<file path="src/rtl/cpu_types_pkg.sv">
// Shared CPU datapath types.
package cpu_types_pkg;

    typedef logic [31:0] word_t;

endpackage

</file>
<file path="src/rtl/icache_pkg.sv">
// Width helpers, address-split functions and FSM state encoding for icache_dm.
package icache_pkg;

    typedef logic [0:0] icstate_t;
    localparam icstate_t IDLE = 1'b0;
    localparam icstate_t FILL = 1'b1;

    function automatic int unsigned calc_idxw(int unsigned nsets);
        return $clog2(nsets);
    endfunction

    function automatic int unsigned calc_bofw(int unsigned blkwords);
        return $clog2(blkwords);
    endfunction

    function automatic int unsigned calc_tagw(int unsigned nsets, int unsigned blkwords);
        return 32 - 2 - calc_idxw(nsets) - calc_bofw(blkwords);
    endfunction

    // Address split: {tag, index, block offset, byte offset}.
    function automatic logic [31:0] addr_bof(logic [31:0] addr, int unsigned blkwords);
        return (addr >> 2) & (blkwords - 1);
    endfunction

    function automatic logic [31:0] addr_idx(logic [31:0] addr, int unsigned nsets,
                                             int unsigned blkwords);
        return (addr >> (2 + calc_bofw(blkwords))) & (nsets - 1);
    endfunction

    function automatic logic [31:0] addr_tag(logic [31:0] addr, int unsigned nsets,
                                             int unsigned blkwords);
        return addr >> (2 + calc_bofw(blkwords) + calc_idxw(nsets));
    endfunction

endpackage

</file>
<file path="src/rtl/sat_counter.sv">
// Up-counter that sticks at all-ones; cleared only by reset.
module sat_counter #(
    parameter int unsigned WIDTH = 16
) (
    input  logic             clk,
    input  logic             rst,
    input  logic             en,
    output logic [WIDTH-1:0] count
);

    logic [WIDTH-1:0] count_q, count_d;

    always_comb begin
        count_d = count_q;
        if (en && (count_q != '1)) begin
            count_d = count_q + WIDTH'(1);
        end
    end

    always_ff @(posedge clk or posedge rst) begin
        if (rst) begin
            count_q <= '0;
        end else begin
            count_q <= count_d;
        end
    end

    assign count = count_q;

endmodule

</file>
<file path="src/rtl/icache_dm.sv">
// Direct-mapped read-only instruction cache with multi-word block fill,
// full invalidate and saturating hit/miss counters.
module icache_dm
    import cpu_types_pkg::*;
    import icache_pkg::*;
#(
    parameter int unsigned NSETS    = 16,
    parameter int unsigned BLKWORDS = 2,
    parameter int unsigned CNTW     = 16
) (
    input  logic            CLK,
    input  logic            RST,
    input  logic            imemREN,
    input  logic [31:0]     imemaddr,
    input  logic            invalidate,
    output logic            ihit,
    output word_t           imemload,
    output logic            iREN,
    output logic [31:0]     iaddr,
    input  logic            iwait,
    input  word_t           iload,
    output logic [CNTW-1:0] hit_count,
    output logic [CNTW-1:0] miss_count
);

    localparam int unsigned IDXW = calc_idxw(NSETS);
    localparam int unsigned BOFW = calc_bofw(BLKWORDS);
    localparam int unsigned TAGW = calc_tagw(NSETS, BLKWORDS);
    localparam int unsigned CW   = (BOFW > 0) ? BOFW : 1;

    icstate_t         state_q, state_d;
    logic [NSETS-1:0] valid_q, valid_d;
    logic             pend_q, pend_d;
    logic [CW-1:0]    fcnt_q, fcnt_d;
    logic [TAGW-1:0]  ftag_q, ftag_d;
    logic [IDXW-1:0]  fidx_q, fidx_d;

    logic [TAGW-1:0]  tag_mem [NSETS];
    word_t            data_mem [NSETS][BLKWORDS];

    logic [TAGW-1:0]  req_tag;
    logic [IDXW-1:0]  req_idx;
    logic [CW-1:0]    req_bof;
    logic             lookup_hit;
    logic             miss;
    logic             fill_we;
    logic             last_word;

    assign req_tag    = TAGW'(addr_tag(imemaddr, NSETS, BLKWORDS));
    assign req_idx    = IDXW'(addr_idx(imemaddr, NSETS, BLKWORDS));
    assign req_bof    = CW'(addr_bof(imemaddr, BLKWORDS));
    assign lookup_hit = imemREN && valid_q[req_idx] && (tag_mem[req_idx] == req_tag);
    assign last_word  = (fcnt_q == CW'(BLKWORDS - 1));
    assign fill_we    = (state_q == FILL) && !iwait;

    always_comb begin
        state_d  = state_q;
        valid_d  = valid_q;
        pend_d   = pend_q;
        fcnt_d   = fcnt_q;
        ftag_d   = ftag_q;
        fidx_d   = fidx_q;
        miss     = 1'b0;
        ihit     = 1'b0;
        imemload = '0;
        iREN     = 1'b0;
        iaddr    = '0;

        if (invalidate) begin
            valid_d = '0;
        end

        case (state_q)
            IDLE: begin
                ihit = lookup_hit;
                if (lookup_hit) begin
                    imemload = data_mem[req_idx][req_bof];
                end
                if (imemREN && !lookup_hit) begin
                    miss    = 1'b1;
                    ftag_d  = req_tag;
                    fidx_d  = req_idx;
                    fcnt_d  = '0;
                    state_d = FILL;
                end
            end
            FILL: begin
                iREN  = 1'b1;
                iaddr = (32'({ftag_q, fidx_q}) << (BOFW + 2)) | (32'(fcnt_q) << 2);
                if (invalidate) begin
                    pend_d = 1'b1;
                end
                if (!iwait) begin
                    fcnt_d = fcnt_q + CW'(1);
                    if (last_word) begin
                        state_d = IDLE;
                        pend_d  = 1'b0;
                        // An invalidate seen at any point of the fill leaves the block invalid.
                        if (!pend_q && !invalidate) begin
                            valid_d[fidx_q] = 1'b1;
                        end
                    end
                end
            end
            default: state_d = IDLE;
        endcase
    end

    always_ff @(posedge CLK or posedge RST) begin
        if (RST) begin
            state_q <= IDLE;
            valid_q <= '0;
            pend_q  <= 1'b0;
            fcnt_q  <= '0;
            ftag_q  <= '0;
            fidx_q  <= '0;
        end else begin
            state_q <= state_d;
            valid_q <= valid_d;
            pend_q  <= pend_d;
            fcnt_q  <= fcnt_d;
            ftag_q  <= ftag_d;
            fidx_q  <= fidx_d;
        end
    end

    // Storage arrays need no reset; valid bits gate every read.
    always_ff @(posedge CLK) begin
        if (fill_we) begin
            data_mem[fidx_q][fcnt_q] <= iload;
            if (last_word) begin
                tag_mem[fidx_q] <= ftag_q;
            end
        end
    end

    sat_counter #(
        .WIDTH(CNTW)
    ) u_hit_cnt (
        .clk  (CLK),
        .rst  (RST),
        .en   (ihit),
        .count(hit_count)
    );

    sat_counter #(
        .WIDTH(CNTW)
    ) u_miss_cnt (
        .clk  (CLK),
        .rst  (RST),
        .en   (miss),
        .count(miss_count)
    );

endmodule
</file>
<file path="config.mk">
export PLATFORM = sky130hd
export DESIGN_NAME = icache_dm
export DESIGN_NICKNAME = d
export VERILOG_FILES = /design/src/rtl/cpu_types_pkg.sv /design/src/rtl/icache_pkg.sv /design/src/rtl/sat_counter.sv /design/src/rtl/icache_dm.sv
export SDC_FILE = /design/constraint.sdc
export NUM_CORES = 1
export LEC_CHECK = 0
export CELL_PAD_IN_SITES_DETAIL_PLACEMENT = 0
export CELL_PAD_IN_SITES_GLOBAL_PLACEMENT = 1
export CORE_ASPECT_RATIO = 0.5
export CORE_MARGIN = 2
export CORE_UTILIZATION = 25
export CTS_CLUSTER_DIAMETER = 100
export DETAILED_ROUTE_END_ITERATION = 12
export GPL_TIMING_DRIVEN = 0
export PLACE_DENSITY_LB_ADDON = 0.08
export SYNTH_ARGS = -nofsm -noshare
export SYNTH_HDL_FRONTEND = slang
export SYNTH_SLANG_ARGS = --single-unit
</file>
<file path="constraint.sdc">
create_clock -name CLK -period 4.2 [get_ports CLK]
set_input_delay 0.63 -clock CLK [delete_from_list [all_inputs] [get_ports CLK]]
set_output_delay 0.63 -clock CLK [all_outputs]
set_load 0.05 [all_outputs]
</file>
==> results.txt, run 1 <==
Later-pin clock latency in the skew report -> 0.82 ns
Final Net Count -> 3165
DR vias -> 28800
Reg2reg end -> ftag_q[18]
Failing checks -> setup timing
Grt ovf -> 0
Post-synthesis mux area share -> 17.4%
Logic pwr share -> 12.1%
WP data arrival -> 4.31 ns
Clock Skew -> 0.0411 ns
Startpoint Class -> input pin
Final hold viol count -> 0
Total power -> 0.0369 W
Ys flop type -> edfxtp_1
Iter 0 DRT Violations -> 2218
Unique masters post-synth -> 53
HP Class -> in2async
Number of non-filler instances in the completed layout -> 6321
I/O Pins -> 167
P&R area growth vs syn -> 23.6%
Post-synthesis xor/xnor area fraction -> 0.794%
Area leader, netlist -> edfxtp_1
Synth Area in Compound Gates -> 1.40%
First-pass GRT wire length -> 262000 µm
H-tree depth -> 4
Worst-margin pin slew -> 1.27 ns
Largest family of logic cells by synthesized area -> multiplexers
Vias in the first global route -> 30600
Register-to-Register Setup Slack -> 0.14 ns
Clock slew at reported path FFs -> 0.06 ns
CP Max Fanout -> 10
Cell internal pwr -> 0.0272 W
Outcome -> complete, but fails checks
Synth top area share -> 73.1%
Post-Syn Area -> 58500 µm²
Cell Pwr Density -> 510 nW/µm²
Dpl cells -> 6028
Final WS setup -> -0.744 ns
WP data required -> 3.57 ns
CTS Buf Count -> 161
Seq cells post-synth -> 1504
Commonest non-fill, non-tap cells in the layout -> edfxtp_1, mux4_2, clkbuf_16, clkdlybuf4s50_1, nand2_1
Switching share of total power -> 26.2%
DP HPWL -> 125000 µm
Max Root-Sink Buffers -> 4
Synth Area in Simple Gates -> 2.42%
Antenna-violating nets left -> 0
Core box area -> 232000 µm²
Die width -> 688 µm
CTS tree -> done
Fillers -> 22400
Worst R2R Path Depth -> 10
Leak -> 22.7 nW
Pre-Repair DR Iteration Count -> 5
Total Routing Usage GR -> 16.0%
Initial antenna violation count -> 11
Peak VDD IR -> 0.000315 V
Worst Setup Path Type -> in2out
EDFF count, synth -> 1424
Switch Pwr -> 0.00965 W
Worst reg2reg startpoint -> tag_mem[12][9]
M3 GR Usage -> 2.52%
GRT Max-Usage Layer -> met2
Syn Inst Count -> 2671
WHS -> 0.234 ns
Met2 Use GR -> 26.6%
Placement Setup Slack -> -3.98 ns
Max-cap violation count -> 0
DRC viols -> 0
Port bufs -> 156
Post-route cell area -> 72300 µm²
CTS Sinks -> 1504
Crit. End Element -> output pin
Root buf cell -> clkbuf_16
Initial core utilization -> 25.2%
Post-Synth Adder-Cell Area -> 0.0428%
Layout cell share with drive strength beyond 1 -> 31.5%
Most common cell after layout, fill and taps aside -> edfxtp_1
Total Wirelength -> 192000 µm
Clock period minus worst slack -> 4.94 ns
Slew Limit Headroom -> 15.4%
Rows -> 125
Largest net degree at the start of global routing -> 51
Die ar. -> 238000 µm²
Die Height -> 346 µm
Final period util -> 118%
Sequential power share -> 50.1%
Placer Congestion -> 0.692
Seq/Total Area, Yosys -> 76.5%
Final setup violation count -> 33
Synth area leaders -> edfxtp_1, mux4_2, dfrtp_1
Area after DPL -> 66200 µm²
Hold Buf Count CTS -> 0
Mean number of vias per cell -> 4.56
WL/cell -> 30.3 µm
Grt met1 use -> 22.3%
Max Clk Rate -> 0.202 GHz
Clock Power Share -> 37.8%
Asr flop ratio synth -> 5.32%
Ys Warns -> 0
Unrepaired setup endpoints after global routing -> yes
Final-report max-slew violation count -> 0
Post-Syn Area per Cell -> 21.9 µm²
==> sequential cells by signal, indices dropped and copies added (netlist names) <==
signal	flops
fcnt_q	1
u_hit_cnt.count	16
u_miss_cnt.count	16
pend_q	1
fidx_q	4
data_mem	1024
ftag_q	25
tag_mem	400
state_q	1
valid_q	16
==> final cells by class <==
| cell class | count | area [µm²] | area share, % |
|---|---|---|---|
| antenna | 2 | 5.00 | 0.00693 |
| buffer | 142 | 1080 | 1.50 |
| clock buffer | 200 | 4330 | 5.99 |
| clock inverter | 77 | 644 | 0.892 |
| inverter | 30 | 125 | 0.173 |
| multi-input combinational | 995 | 13700 | 18.9 |
| sequential | 1504 | 44800 | 62.0 |
| tap | 3111 | 3890 | 5.39 |
| timing repair buffer | 260 | 3750 | 5.19 |
==> cells in the mapped netlist, types with 28 or more instances <==
master,instances
edfxtp_1,1424
mux4_2,391
nand2_1,105
dfrtp_1,80
clkbuf_1,71
mux2i_1,68
mux2_2,59
nor2_1,52
a21oi_1,35
xor2_1,35
and2_1,32
o22ai_1,32
nand3_1,30
inv_1,28
==> per-layer routing <==
layer / vias up / wire length [µm] / share of wire (%)
met1: 16000 / 87500 / 46
met3: 215 / 7850 / 4.1
li1: 12000 / - / -
met5: - / 0 / 0
met4: 0 / 3250 / 1.7
met2: 605 / 93100 / 49
==> worst max-delay path by stage <==
stage                               from             end  slack (ns)  depth (start not counted)
after CTS                 tag_mem[12][9]     imemload[8]       -0.82                         11
after global routing       tag_mem[7][7]     imemload[8]       -0.87                         13
after detailed placement     imemaddr[5]     imemload[8]       -3.98                         14
after global placement             iwait  data_mem[9][5]       -6.33                          5
final                        imemaddr[4]    imemload[11]       -0.74                         15
after floorplan              imemaddr[5]    imemload[22]       -0.26                         11
==> stage by stage <==
step / TNS [ns] / utilization (%)
CTS: -26.19 / 31.0
global route: -25.15 / 31.1
finish: -20.63 / 31.1
global placement: -6392.37 / 27.5
detailed placement: -223.99 / 28.5
floorplan: -129.08 / -
==> cells by family after synthesis <==
family | after synthesis
flops | 1504
other cells | 1
fa+ha+maj | 2
compound gates | 125
mux | 521
simple gates | 292
buf+inv | 173
xor+xnor | 53
==> worst max-delay path: stages <==
cell	delay, ns
buf_4	0.20
buf_8	0.22
buf_6	0.23
buf_6	0.23
nor2_1	0.11
a221oi_2	0.34
mux2_2	0.41
a2111oi_4	0.48
and4_4	0.34
nand4b_1	0.11
buf_6	0.16
buf_16	0.15
clkbuf_16	0.18
a21oi_4	0.26
buf_8	0.19
==> timing repair <==
action | in CTS | in global routing
endpoints found under the setup margin | 106 | 50
gates cloned | 2 | 0
gates resized for setup | 514 | 22
pin swaps | 6 | 3
buffers inserted | 11 | 3
==> power by group through the flow <==
stage,Combinational (W),Clock (W),Sequential [W]
global placement,0.00422,0,0.0188
global route,0.00475,0.0150,0.0186
detailed placement,0.00452,0,0.0188
finish,0.00447,0.0139,0.0185
floorplan,0.00223,0,0.0186
CTS,0.00462,0.0144,0.0185
No activity file was read; power rests on OpenSTA's default activity.
==> inputs of run 2 (changes only) <==
SKIP_CTS_REPAIR_TIMING = 1   (was unset)
==> run 2 against run 1 <==
Compared with the run above: the flow still finishes with violations (setup timing); wire length about the same; clock-buffer cell count unchanged; combinational power about the same.
==> results.txt, run 2 (synthesis gave the netlist of run 1 again) <==
CTS Buf Count -> 161 (unchanged)
Clock slew at reported path FFs -> 0.06 ns (about the same)
DR vias -> 28900 (+0.21%)
Final TNS setup -> -21.22 ns (-0.591 ns)
Largest regs -> data_mem (1024), tag_mem (400), ftag_q (25)
CP max stage delay -> 0.59 ns (+0.11 ns)
Iter 0 DRT Violations -> 2206 (-0.54%)
Failing checks -> setup timing
CTS tree -> done
Leak -> 22.7 nW (-0.15%)
Final setup violation count -> 35 (+6.1%)
WL/cell -> 30.3 µm (about the same)
Largest net degree at the start of global routing -> 51 (unchanged)
Clock period minus worst slack -> 4.93 ns (-0.0109 ns)
Initial antenna violation count -> 10 (-1)
Final-report max-slew violation count -> 0 (unchanged)
Worst-margin pin slew -> 1.34 ns (+0.0788 ns)
Final hold viol count -> 0 (unchanged)
Startpoint Class -> input pin
Clock Skew -> 0.0429 ns (+0.00175 ns)
Final period util -> 117% (-0.26 points)
Slowest CP cell -> nor4_4
Crit. End Element -> output pin
Die ar. -> 238000 µm² (unchanged)
I/O Pins -> 167 (unchanged)
Later-pin clock latency in the skew report -> 0.82 ns (about the same)
Antenna-violating nets left -> 0 (unchanged)
Total Wirelength -> 192000 µm (about the same)
H-tree depth -> 4 (unchanged)
Total Routing Usage GR -> 15.9% (-0.068 points)
Worst Setup Path Type -> in2out
Die width -> 688 µm (unchanged)
Commonest non-fill, non-tap cells in the layout -> edfxtp_1, mux4_2, clkbuf_16, clkdlybuf4s50_1, nand2_1
Grt ovf -> 0 (unchanged)
DP HPWL -> 125000 µm (unchanged)
HP Class -> in2async
CTS Sinks -> 1504 (unchanged)
Vias in the first global route -> 30400 (-0.55%)
Unrepaired setup endpoints after global routing -> yes
Max Clk Rate -> 0.203 GHz (+0.22%)
Rows -> 125 (unchanged)
Outcome -> complete, but fails checks
Pre-Repair DR Iteration Count -> 5 (unchanged)
Cell Pwr Density -> 511 nW/µm² (about the same)
Total power -> 0.0369 W (about the same)
Layout cell share with drive strength beyond 1 -> 31.5% (-0.041 points)
WP data required -> 3.57 ns (about the same)
Crit path cell chain -> buf_4 -> buf_6 -> inv_4 -> clkbuf_4 -> mux2i_1 -> mux2i_1 -> xor2_1 -> nor4_4 -> and4_4 -> nand4b_1 -> buf_6 -> buf_16 -> buf_12 -> a21oi_4 -> buf_8
First-pass GRT wire length -> 261000 µm (-0.44%)
Dpl cells -> 6028 (unchanged)
CP Max Fanout -> 10 (unchanged)
Final WS setup -> -0.733 ns (+0.0109 ns)
Port bufs -> 156 (unchanged)
Root buf cell -> clkbuf_16
Max-cap violation count -> 0 (unchanged)
Largest register FFs -> 1024 (unchanged)
DRC viols -> 0 (unchanged)
Core box area -> 232000 µm² (unchanged)
Die Height -> 346 µm (unchanged)
Placer Congestion -> 0.692 (unchanged)
Most flops, register -> data_mem
Mean number of vias per cell -> 4.57 (+0.16%)
P&R area growth vs syn -> 23.4%
Max Root-Sink Buffers -> 4 (unchanged)
Number of non-filler instances in the completed layout -> 6324 (+0.047%)
WP data arrival -> 4.30 ns (about the same)
Peak VDD IR -> 0.000315 V (about the same)
Most common cell after layout, fill and taps aside -> edfxtp_1
Final Net Count -> 3166 (+0.032%)
Slew Limit Headroom -> 10.1% (-5.3 points)
Initial core utilization -> 25.2% (unchanged)
-- run 2: changes by cell type in the layout (fill, tap and decap cells not counted), sizes merged --
cell           before  now
diode               2    4
buf               205  195
clkdlybuf4s15       1    0
clkdlybuf4s18       1    0
clkbuf            272  285
-- run 2: per-layer routing --
metal,global-route usage (%),wire (µm)
met1,22.3,88300
met5,0,0
met2,26.5,93000
met3,2.37,6940
met4,3.01,3550
-- run 2: through the flow --
step	hold slack (ns)	cell area, µm²	util, %	worst slack, ns
after floorplan	0.474	58500	-	-0.259
after global placement	0.488	63900	27.5	-6.33
after detailed placement	0.492	66200	28.5	-3.98
after CTS	0.218	71100	30.6	-3.99
after global routing	0.226	72200	31.0	-0.874
final	0.233	72200	31.0	-0.733
-- run 2: worst paths after layout --
kind | from | slack (ns) | to | depth (start not counted)
worst max-delay path | imemaddr[3] | -0.73 | imemload[8] | 15
worst min-delay path | RST | 0.23 | u_miss_cnt.count[8] | 2
worst max register to register | tag_mem[12][9] | 0.22 | ftag_q[18] | 9
worst min register to register | u_hit_cnt.count[11] | 0.50 | u_hit_cnt.count[11] | 1
max in group asynchronous | RST | 3.26 | u_hit_cnt.count[2] | 3
min in group CLK | invalidate | 0.32 | valid_q[2] | 2
-- run 2: cell type report --
type	count	area [µm²]
antenna	4	10.0
buffer	142	1010
clock buffer	200	4330
clock inverter	77	644
fill	22400	160000
inverter	30	125
multi-input combinational	995	13600
sequential	1504	44800
tap	3111	3890
timing repair buffer	261	3750
-- run 2: critical path, delay by kind of cell --
family / cells / cell delay, ns
xor gates and xnor gates: 1 / 0.18
and+or+nand+nor: 3 / 1.10
muxes: 2 / 0.40
AOI/OAI and AO/OA: 1 / 0.24
buffers and inverters: 8 / 1.65
-- run 2: power breakdown --
part           internal (W)  switching (W)  total [W]
Clock               0.00796        0.00598     0.0139
Sequential           0.0177       0.000735     0.0185
Combinational       0.00153        0.00293    0.00446
